===== src/rtl/fetch_unit_pkg.sv =====
// Shared types and sizing for the instruction fetch stage.
package fetch_unit_pkg;

  localparam int unsigned XLEN        = 64;
  localparam int unsigned FETCH_DEPTH = 4;

  typedef struct packed {
    logic [XLEN-1:0] pc;
    logic [31:0]     instr;
    logic            filled;
  } fetch_entry_t;

endpackage


===== src/rtl/fetch_unit_if.sv =====
// Memory-port and decoder-side signals of the fetch stage, grouped for port binding.
interface fetch_unit_if;
  import fetch_unit_pkg::*;

  logic            flush_i;
  logic [XLEN-1:0] flush_pc_i;
  logic            imem_req_o;
  logic [XLEN-1:0] imem_addr_o;
  logic            imem_gnt_i;
  logic            imem_rvalid_i;
  logic [31:0]     imem_rdata_i;
  logic            fetch_valid_o;
  logic [XLEN-1:0] fetch_pc_o;
  logic [31:0]     fetch_instr_o;
  logic            fetch_ready_i;

  modport master (
    input  flush_i, flush_pc_i, imem_gnt_i, imem_rvalid_i, imem_rdata_i, fetch_ready_i,
    output imem_req_o, imem_addr_o, fetch_valid_o, fetch_pc_o, fetch_instr_o
  );

  modport slave (
    output flush_i, flush_pc_i, imem_gnt_i, imem_rvalid_i, imem_rdata_i, fetch_ready_i,
    input  imem_req_o, imem_addr_o, fetch_valid_o, fetch_pc_o, fetch_instr_o
  );

endinterface


===== src/rtl/fetch_unit_chk.sv =====
// Protocol checks for the fetch stage memory port; no functional logic.
module fetch_unit_chk
  import fetch_unit_pkg::*;
#(
  parameter int unsigned PTR_W = 3
) (
  input logic             clk_i,
  input logic             rst_ni,
  input logic             flush,
  input logic             req,
  input logic             gnt,
  input logic [XLEN-1:0]  addr,
  input logic             rvalid,
  input logic [PTR_W-1:0] drop_cnt,
  input logic [PTR_W-1:0] pending
);

  a_resp_tracked: assert property (@(posedge clk_i) disable iff (!rst_ni)
    rvalid |-> ((drop_cnt != {PTR_W{1'b0}}) || (pending != {PTR_W{1'b0}})))
    else $error("imem response with no outstanding request");

  a_req_stable: assert property (@(posedge clk_i) disable iff (!rst_ni)
    (req && !gnt && !flush) |=> (flush || (req && $stable(addr))))
    else $error("imem request dropped or changed before grant");

endmodule


===== src/rtl/fetch_unit_queue.sv =====
// In-order fetch buffer: entries are reserved on grant, filled on response, read at the head.
module fetch_queue
  import fetch_unit_pkg::*;
#(
  parameter  int unsigned DEPTH = FETCH_DEPTH,
  localparam int unsigned PTR_W = $clog2(DEPTH) + 1
) (
  input  logic             clk_i,
  input  logic             rst_ni,
  input  logic             flush,
  input  logic             reserve,
  input  logic [XLEN-1:0]  reserve_pc,
  input  logic             fill,
  input  logic [31:0]      fill_instr,
  input  logic             pop,
  output logic             head_valid,
  output logic [XLEN-1:0]  head_pc,
  output logic [31:0]      head_instr,
  output logic [PTR_W-1:0] count,
  output logic [PTR_W-1:0] pending
);

  localparam int unsigned IDX_W = PTR_W - 1;
  localparam logic [PTR_W-1:0] PTR_ONE = PTR_W'(1);

  fetch_entry_t     entries_r [DEPTH];
  logic [PTR_W-1:0] wr_ptr_r, fill_ptr_r, rd_ptr_r;
  logic [IDX_W-1:0] wr_idx_s, fill_idx_s, rd_idx_s;

  assign wr_idx_s   = wr_ptr_r[IDX_W-1:0];
  assign fill_idx_s = fill_ptr_r[IDX_W-1:0];
  assign rd_idx_s   = rd_ptr_r[IDX_W-1:0];
  assign count      = wr_ptr_r - rd_ptr_r;
  assign pending    = wr_ptr_r - fill_ptr_r;
  assign head_valid = (count != {PTR_W{1'b0}}) && entries_r[rd_idx_s].filled;
  assign head_pc    = entries_r[rd_idx_s].pc;
  assign head_instr = entries_r[rd_idx_s].instr;

  // Reserve/fill/read pointer and entry updates; flush empties the queue.
  always_ff @(posedge clk_i or negedge rst_ni) begin
    if (!rst_ni) begin
      wr_ptr_r   <= {PTR_W{1'b0}};
      fill_ptr_r <= {PTR_W{1'b0}};
      rd_ptr_r   <= {PTR_W{1'b0}};
      entries_r  <= '{default: '0};
    end else if (flush) begin
      wr_ptr_r   <= {PTR_W{1'b0}};
      fill_ptr_r <= {PTR_W{1'b0}};
      rd_ptr_r   <= {PTR_W{1'b0}};
    end else begin
      if (reserve) begin
        entries_r[wr_idx_s].pc     <= reserve_pc;
        entries_r[wr_idx_s].filled <= 1'b0;
        wr_ptr_r                   <= wr_ptr_r + PTR_ONE;
      end
      if (fill) begin
        entries_r[fill_idx_s].instr  <= fill_instr;
        entries_r[fill_idx_s].filled <= 1'b1;
        fill_ptr_r                   <= fill_ptr_r + PTR_ONE;
      end
      if (pop) begin
        rd_ptr_r <= rd_ptr_r + PTR_ONE;
      end
    end
  end

endmodule


===== src/rtl/fetch_unit.sv =====
// Fetch stage: owns the fetch PC, request credit and stale-response drop counter.
module fetch_unit
  import fetch_unit_pkg::*;
#(
  parameter logic [XLEN-1:0] BOOT_ADDR = 64'h8000_0000,
  parameter int unsigned     DEPTH     = FETCH_DEPTH
) (
  input logic          clk_i,
  input logic          rst_ni,
  fetch_unit_if.master bus
);

  localparam int unsigned     PTR_W   = $clog2(DEPTH) + 1;
  localparam int unsigned     SUM_W   = PTR_W + 2;
  localparam logic [PTR_W:0]  DEPTH_U = (PTR_W + 1)'(DEPTH);
  localparam logic [XLEN-1:0] PC_STEP = XLEN'(4);
  localparam logic [XLEN-1:0] PC_MASK = ~XLEN'(3);
  localparam logic [PTR_W-1:0] CNT_ONE = PTR_W'(1);

  logic [XLEN-1:0]  pc_r;
  logic [PTR_W-1:0] drop_cnt_r, count_s, pending_s;
  logic [PTR_W:0]   used_s;
  logic [SUM_W-1:0] drop_sum_s, drop_flush_s;
  logic             req_pend_s, req_s, gnt_fire_s, gnt_flush_s;
  logic             drop_resp_s, fill_s, pop_s, head_valid_s;

  // The un-flushed request still counts on flush: a grant for it means a response will come back.
  assign used_s       = {1'b0, count_s} + {1'b0, drop_cnt_r};
  assign req_pend_s   = rst_ni && (used_s < DEPTH_U);
  assign req_s        = req_pend_s && !bus.flush_i;
  assign gnt_fire_s   = req_s && bus.imem_gnt_i;
  assign gnt_flush_s  = req_pend_s && bus.imem_gnt_i;
  assign drop_resp_s  = bus.imem_rvalid_i && (drop_cnt_r != {PTR_W{1'b0}});
  assign fill_s       = bus.imem_rvalid_i && (drop_cnt_r == {PTR_W{1'b0}}) && !bus.flush_i;
  assign pop_s        = head_valid_s && bus.fetch_ready_i && !bus.flush_i;

  assign bus.imem_req_o    = req_s;
  assign bus.imem_addr_o   = pc_r;
  assign bus.fetch_valid_o = head_valid_s;

  // Outstanding requests that become stale on a redirect, clamped at zero.
  always_comb begin
    drop_sum_s = {2'b00, drop_cnt_r} + {2'b00, pending_s} + SUM_W'(gnt_flush_s);
    if (bus.imem_rvalid_i && (drop_sum_s == {SUM_W{1'b0}})) begin
      drop_flush_s = {SUM_W{1'b0}};
    end else begin
      drop_flush_s = drop_sum_s - SUM_W'(bus.imem_rvalid_i);
    end
  end

  // Fetch PC: redirect target or advance by one word per grant.
  always_ff @(posedge clk_i or negedge rst_ni) begin
    if (!rst_ni) begin
      pc_r <= BOOT_ADDR;
    end else if (bus.flush_i) begin
      pc_r <= bus.flush_pc_i & PC_MASK;
    end else if (gnt_fire_s) begin
      pc_r <= pc_r + PC_STEP;
    end
  end

  // Count of responses still owed to requests older than the last redirect.
  always_ff @(posedge clk_i or negedge rst_ni) begin
    if (!rst_ni) begin
      drop_cnt_r <= {PTR_W{1'b0}};
    end else if (bus.flush_i) begin
      drop_cnt_r <= drop_flush_s[PTR_W-1:0];
    end else if (drop_resp_s) begin
      drop_cnt_r <= drop_cnt_r - CNT_ONE;
    end
  end

  fetch_queue #(.DEPTH(DEPTH)) u_queue (
    .clk_i      (clk_i),
    .rst_ni     (rst_ni),
    .flush      (bus.flush_i),
    .reserve    (gnt_fire_s),
    .reserve_pc (pc_r),
    .fill       (fill_s),
    .fill_instr (bus.imem_rdata_i),
    .pop        (pop_s),
    .head_valid (head_valid_s),
    .head_pc    (bus.fetch_pc_o),
    .head_instr (bus.fetch_instr_o),
    .count      (count_s),
    .pending    (pending_s)
  );

  fetch_unit_chk #(.PTR_W(PTR_W)) u_chk (
    .clk_i    (clk_i),
    .rst_ni   (rst_ni),
    .flush    (bus.flush_i),
    .req      (req_s),
    .gnt      (bus.imem_gnt_i),
    .addr     (pc_r),
    .rvalid   (bus.imem_rvalid_i),
    .drop_cnt (drop_cnt_r),
    .pending  (pending_s)
  );

endmodule


===== src/flat_wrapper.sv =====
// flat-port wrapper written by rule: the top's interface ports become plain ports
module fetch_unit_flat import fetch_unit_pkg::*;
#(
  parameter logic [XLEN-1:0] BOOT_ADDR = 64'h8000_0000,
  parameter int unsigned     DEPTH     = FETCH_DEPTH
)
  (clk_i, rst_ni, bus_flush_i, bus_flush_pc_i, bus_imem_gnt_i, bus_imem_rvalid_i, bus_imem_rdata_i, bus_fetch_ready_i, bus_imem_req_o, bus_imem_addr_o, bus_fetch_valid_o, bus_fetch_pc_o, bus_fetch_instr_o);
  fetch_unit_if bus_i ();
  input logic clk_i;
  input logic rst_ni;
  input wire logic [$bits(bus_i.flush_i)-1:0] bus_flush_i;
  input wire logic [$bits(bus_i.flush_pc_i)-1:0] bus_flush_pc_i;
  input wire logic [$bits(bus_i.imem_gnt_i)-1:0] bus_imem_gnt_i;
  input wire logic [$bits(bus_i.imem_rvalid_i)-1:0] bus_imem_rvalid_i;
  input wire logic [$bits(bus_i.imem_rdata_i)-1:0] bus_imem_rdata_i;
  input wire logic [$bits(bus_i.fetch_ready_i)-1:0] bus_fetch_ready_i;
  output wire logic [$bits(bus_i.imem_req_o)-1:0] bus_imem_req_o;
  output wire logic [$bits(bus_i.imem_addr_o)-1:0] bus_imem_addr_o;
  output wire logic [$bits(bus_i.fetch_valid_o)-1:0] bus_fetch_valid_o;
  output wire logic [$bits(bus_i.fetch_pc_o)-1:0] bus_fetch_pc_o;
  output wire logic [$bits(bus_i.fetch_instr_o)-1:0] bus_fetch_instr_o;
  assign bus_i.flush_i = bus_flush_i;
  assign bus_i.flush_pc_i = bus_flush_pc_i;
  assign bus_i.imem_gnt_i = bus_imem_gnt_i;
  assign bus_i.imem_rvalid_i = bus_imem_rvalid_i;
  assign bus_i.imem_rdata_i = bus_imem_rdata_i;
  assign bus_i.fetch_ready_i = bus_fetch_ready_i;
  assign bus_imem_req_o = bus_i.imem_req_o;
  assign bus_imem_addr_o = bus_i.imem_addr_o;
  assign bus_fetch_valid_o = bus_i.fetch_valid_o;
  assign bus_fetch_pc_o = bus_i.fetch_pc_o;
  assign bus_fetch_instr_o = bus_i.fetch_instr_o;
  fetch_unit #(.BOOT_ADDR(BOOT_ADDR), .DEPTH(DEPTH)) u_core (.clk_i(clk_i), .rst_ni(rst_ni), .bus(bus_i));
endmodule

===== config.mk =====
export PLATFORM = sky130hd
export DESIGN_NAME = fetch_unit_flat
export DESIGN_NICKNAME = d
export VERILOG_FILES = /design/src/rtl/fetch_unit_pkg.sv /design/src/rtl/fetch_unit_if.sv /design/src/rtl/fetch_unit_chk.sv /design/src/rtl/fetch_unit_queue.sv /design/src/rtl/fetch_unit.sv /design/src/flat_wrapper.sv
export SDC_FILE = /design/constraint.sdc
export NUM_CORES = 1
export LEC_CHECK = 0
export BUFFER_PORTS_ARGS = -buffer_cell sky130_fd_sc_hd__buf_2
export CAP_MARGIN = 20
export CORE_ASPECT_RATIO = 2
export CORE_MARGIN = 2
export CORE_UTILIZATION = 30
export CTS_BUF_LIST = sky130_fd_sc_hd__clkbuf_16
export DETAILED_ROUTE_END_ITERATION = 8
export PLACE_DENSITY = 0.59
export SLEW_MARGIN = 30
export SYNTH_ARGS = -nofsm -noshare
export SYNTH_HDL_FRONTEND = slang
export SYNTH_SLANG_ARGS = --single-unit

===== constraint.sdc =====
create_clock -name clk_i -period 5.7 [get_ports clk_i]
set_input_delay 0 -clock clk_i [delete_from_list [all_inputs] [get_ports clk_i]]
set_output_delay 0 -clock clk_i [all_outputs]
set_load 0.005 [all_outputs]

==> out/results.ini <==
[outcome]
status = finished, final reports clean

[global_routing]
antenna_found_initial = 13
grt_pass1_vias = 15400
grt_max_degree = 98
grt-ovfl-total = 0
grt_pass1_wl_mm = 92.93
grt.total_usage_pct = 17.04

[power_and_ir_drop]
ir_worst_vdd_mv = 0.2922
p_leak_nw = 11.71
p_per_area_mw_per_mm2 = 395.4

[detailed_routing]
drt-initial-drc-count = 800
drt-vias-per-instance = 5.086
wl_per_cell_um = 22.20
drc = 0
drt_first_pass_iters = 5
dr_total_vias = 14140
finalWirelength_mm = 61.70
ant_nets = 0

[clock_tree]
numCtsBuffers = 45
clockRootBuffer = clkbuf_16
clock-sinks = 454
clockBufferDepth = 3
cts_tree = built
clkLatencyLatePin_ns = 0.59
cts.reportedPaths.clkPinSlew_ns = 0.07
htreeDepth = 2

[synthesis]
post_synth.cell_area_avg_um2 = 13.75
ys_seq_area_share_pct = 53.79
synthArstFlopShare_pct = 100.0
ys_ff_latch = 454
syn_inst = 1536
synth_edf_count = 0
syn_area_mm2 = 0.02112
yosysWarningCount = 0
synth-main-ff-cell = dfrtp_1
ys_types = 53

[floorplan]
die_x_um = 191.6
fp-row-count = 137
start_util_pct = 30.28
pin_count = 264
dieHeight_um = 379.3
core_area_mm2 = 0.06977
dieArea_mm2 = 0.07268

[worst_setup_path]
cp_slowest_stage_delay_ns = 0.72
critPathCaptureType = register
worst-setup-path-type = register to register
cp_max_fo = 19
cp.arrival_ns = 5.18
cp-start-kind = register
crit_slowest_cell = or4_1
path_cells = inv_1 -> ha_1 -> inv_1 -> fa_1 -> xnor3_1 -> ha_1 -> nor4b_2 -> and3_1 -> buf_4 -> nand4_1 -> or4_1 -> a31oi_1
cp.required_ns = 6.20

[layout]
layout_commonest_cell = dfrtp_1
final_cell_mix = 451 x dfrtp_1, 361 x mux2_2, 256 x buf_2
nFillCells = 6717
multi_input_comb_area_mm2 = 0.009280
layout.area.seq_mm2 = 0.01137
drive_gt1_share_pct = 44.36
fin_nets = 1959
postLayoutCoreUtil_pct = 36.99
area_growth_pct = 22.15

[placed_design]
numPortBuffers = 257
hpwl_mm = 41.25
place.gp.congestion = 0.7956

[sta]
finalClockSkew_ns = 0.01528
drv_slew = 0
timing.fmax_ghz = 0.2138
finalCritPeriodShare_pct = 82.06
rsz0062_at_grt = false
slew_headroom_pct = 38.37
totalNegativeSetupSlack_ns = 0
fin_crit_ns = 4.677
hold_ws_ns = 0.01235
finalHoldViolCount = 0
finalSetupViolations = 0
tightest_slew_ns = 0.9245

[flow_run]
maxCapViolations = 0

[worst_hold_path]
hp-class = input port to asynchronous set/reset pin

==> logic make-up after synthesis <==
group                      Yosys count  share of synthesized area (%)
muxes                              459                          29.51
other                                1                        0.01775
adders and majority gates           24                          1.564
AOI/OAI and AO/OA                  111                          3.044
DFF                                454                          53.79
and+or+nand+nor                    293                          7.315
xor gates and xnor gates            47                          2.014
buffers and inverters              147                          2.742
==> path summary, 6_finish.rpt <==
path / startpoint / cells after the start / endpoint / slack [ns]
worst min-delay path: rst_ni / 2 / u_core.u_queue.entries_r[139] / 0.01
min in group clk_i: bus_flush_i / 3 / u_core.bus.imem_addr_o[3] / 0.06
worst max register to register: u_core.u_queue.wr_ptr_r[0] / 12 / u_core.bus.imem_addr_o[60] / 1.02
worst min register to register: u_core.u_queue.entries_r[291] / 2 / u_core.u_queue.entries_r[291] / 0.48
worst max-delay path: u_core.u_queue.wr_ptr_r[0] / 12 / u_core.bus.imem_addr_o[60] / 1.02
max in group asynchronous: rst_ni / 5 / u_core.u_queue.entries_r[172] / 3.22
==> layer usage <==
metal	up-vias	part of all wire, %	track usage, %
met5	-	0.11	0
met4	10	3.0	5.849
met3	106	6.2	3.938
met2	410	53	31.16
met1	7385	38	19.20
li1	6224	-	-
==> worst max-delay path: cells and delay by family, from the launching register on <==
family	cells	cell delay, ns
and+or+nand+nor	4	2.27
adders and majority gates	3	0.85
buffers and inverters	3	0.61
DFF	1	0.42
xor gates and xnor gates	1	0.22
AOI/OAI and AO/OA	1	0.19
==> repair_timing <==
item                                   CTS  global route
hold buffers                            97             0
gates resized for setup                  0             0
setup buffers                            0             0
endpoints found under the hold margin  290             0
==> synth_stat cells (all sizes together), types with 2 or more instances <==
cell	n	area (um2)
dfrtp	453	11340
mux2	361	4065
mux4	95	2140
nand2	93	349.1
clkbuf	72	274.0
o21ai	64	320.3
buf	57	237.7
nor2	40	150.1
nand4	38	259.0
nand3	27	135.1
xnor2	26	227.7
a31oi	20	125.1
ha	20	250.2
xor2	20	175.2
or3	19	121.4
inv	18	67.56
nor4	18	125.1
or4	14	108.9
and3	11	70.07
nor3	9	45.04
and4	6	53.80
o31a	6	52.55
o31ai	6	45.04
a21oi	5	25.02
fa	4	80.08
nand2b	4	25.02
nor2b	4	25.02
and2	3	18.77
mux2i	3	30.03
o22ai	3	18.77
or2	3	18.77
a22oi	2	15.01
nand3b	2	15.01
o311ai	2	17.52
==> layout make-up <==
cell class / count / area share [%]
Clock buffer: 46 / 4.461
Inverter: 18 / 0.2715
Antenna cell: 7 / 0.06789
Multi-Input combinational cell: 938 / 35.96
Sequential cell: 454 / 44.06
Tap cell: 903 / 4.379
Clock inverter: 37 / 1.057
Timing Repair Buffer: 376 / 9.737
==> metrics by stage <==
step / instance area (um2) / worst slack (ns) / power, mW / cells
2_1_floorplan: 21140 / 1.211 / 6.096 / 1539
3_3_place_gp: 23290 / 1.207 / 7.183 / 2590
3_5_place_dp: 23350 / 1.071 / 7.341 / 2591
4_1_cts: 25740 / 1.040 / 10.37 / 2771
5_1_grt: 25800 / 0.8014 / 10.78 / 2778
6_report: 25800 / 1.023 / 10.20 / 2779
==> flip-flops by register name (all words and copies together) (netlist names) <==
signal                     flops
u_core.u_queue.fill_ptr_r      3
u_core.u_queue.rd_ptr_r        3
u_core.u_queue.wr_ptr_r        3
u_core.drop_cnt_r              3
u_core.u_queue.entries_r     380
u_core.bus.imem_addr_o        62
==> where the power goes <==
group | switching, mW | internal [mW]
Sequential | 0.482 | 3.95
Combinational | 1.23 | 1.61
Clock | 1.35 | 1.58
(Power assumes the default switching activity.)
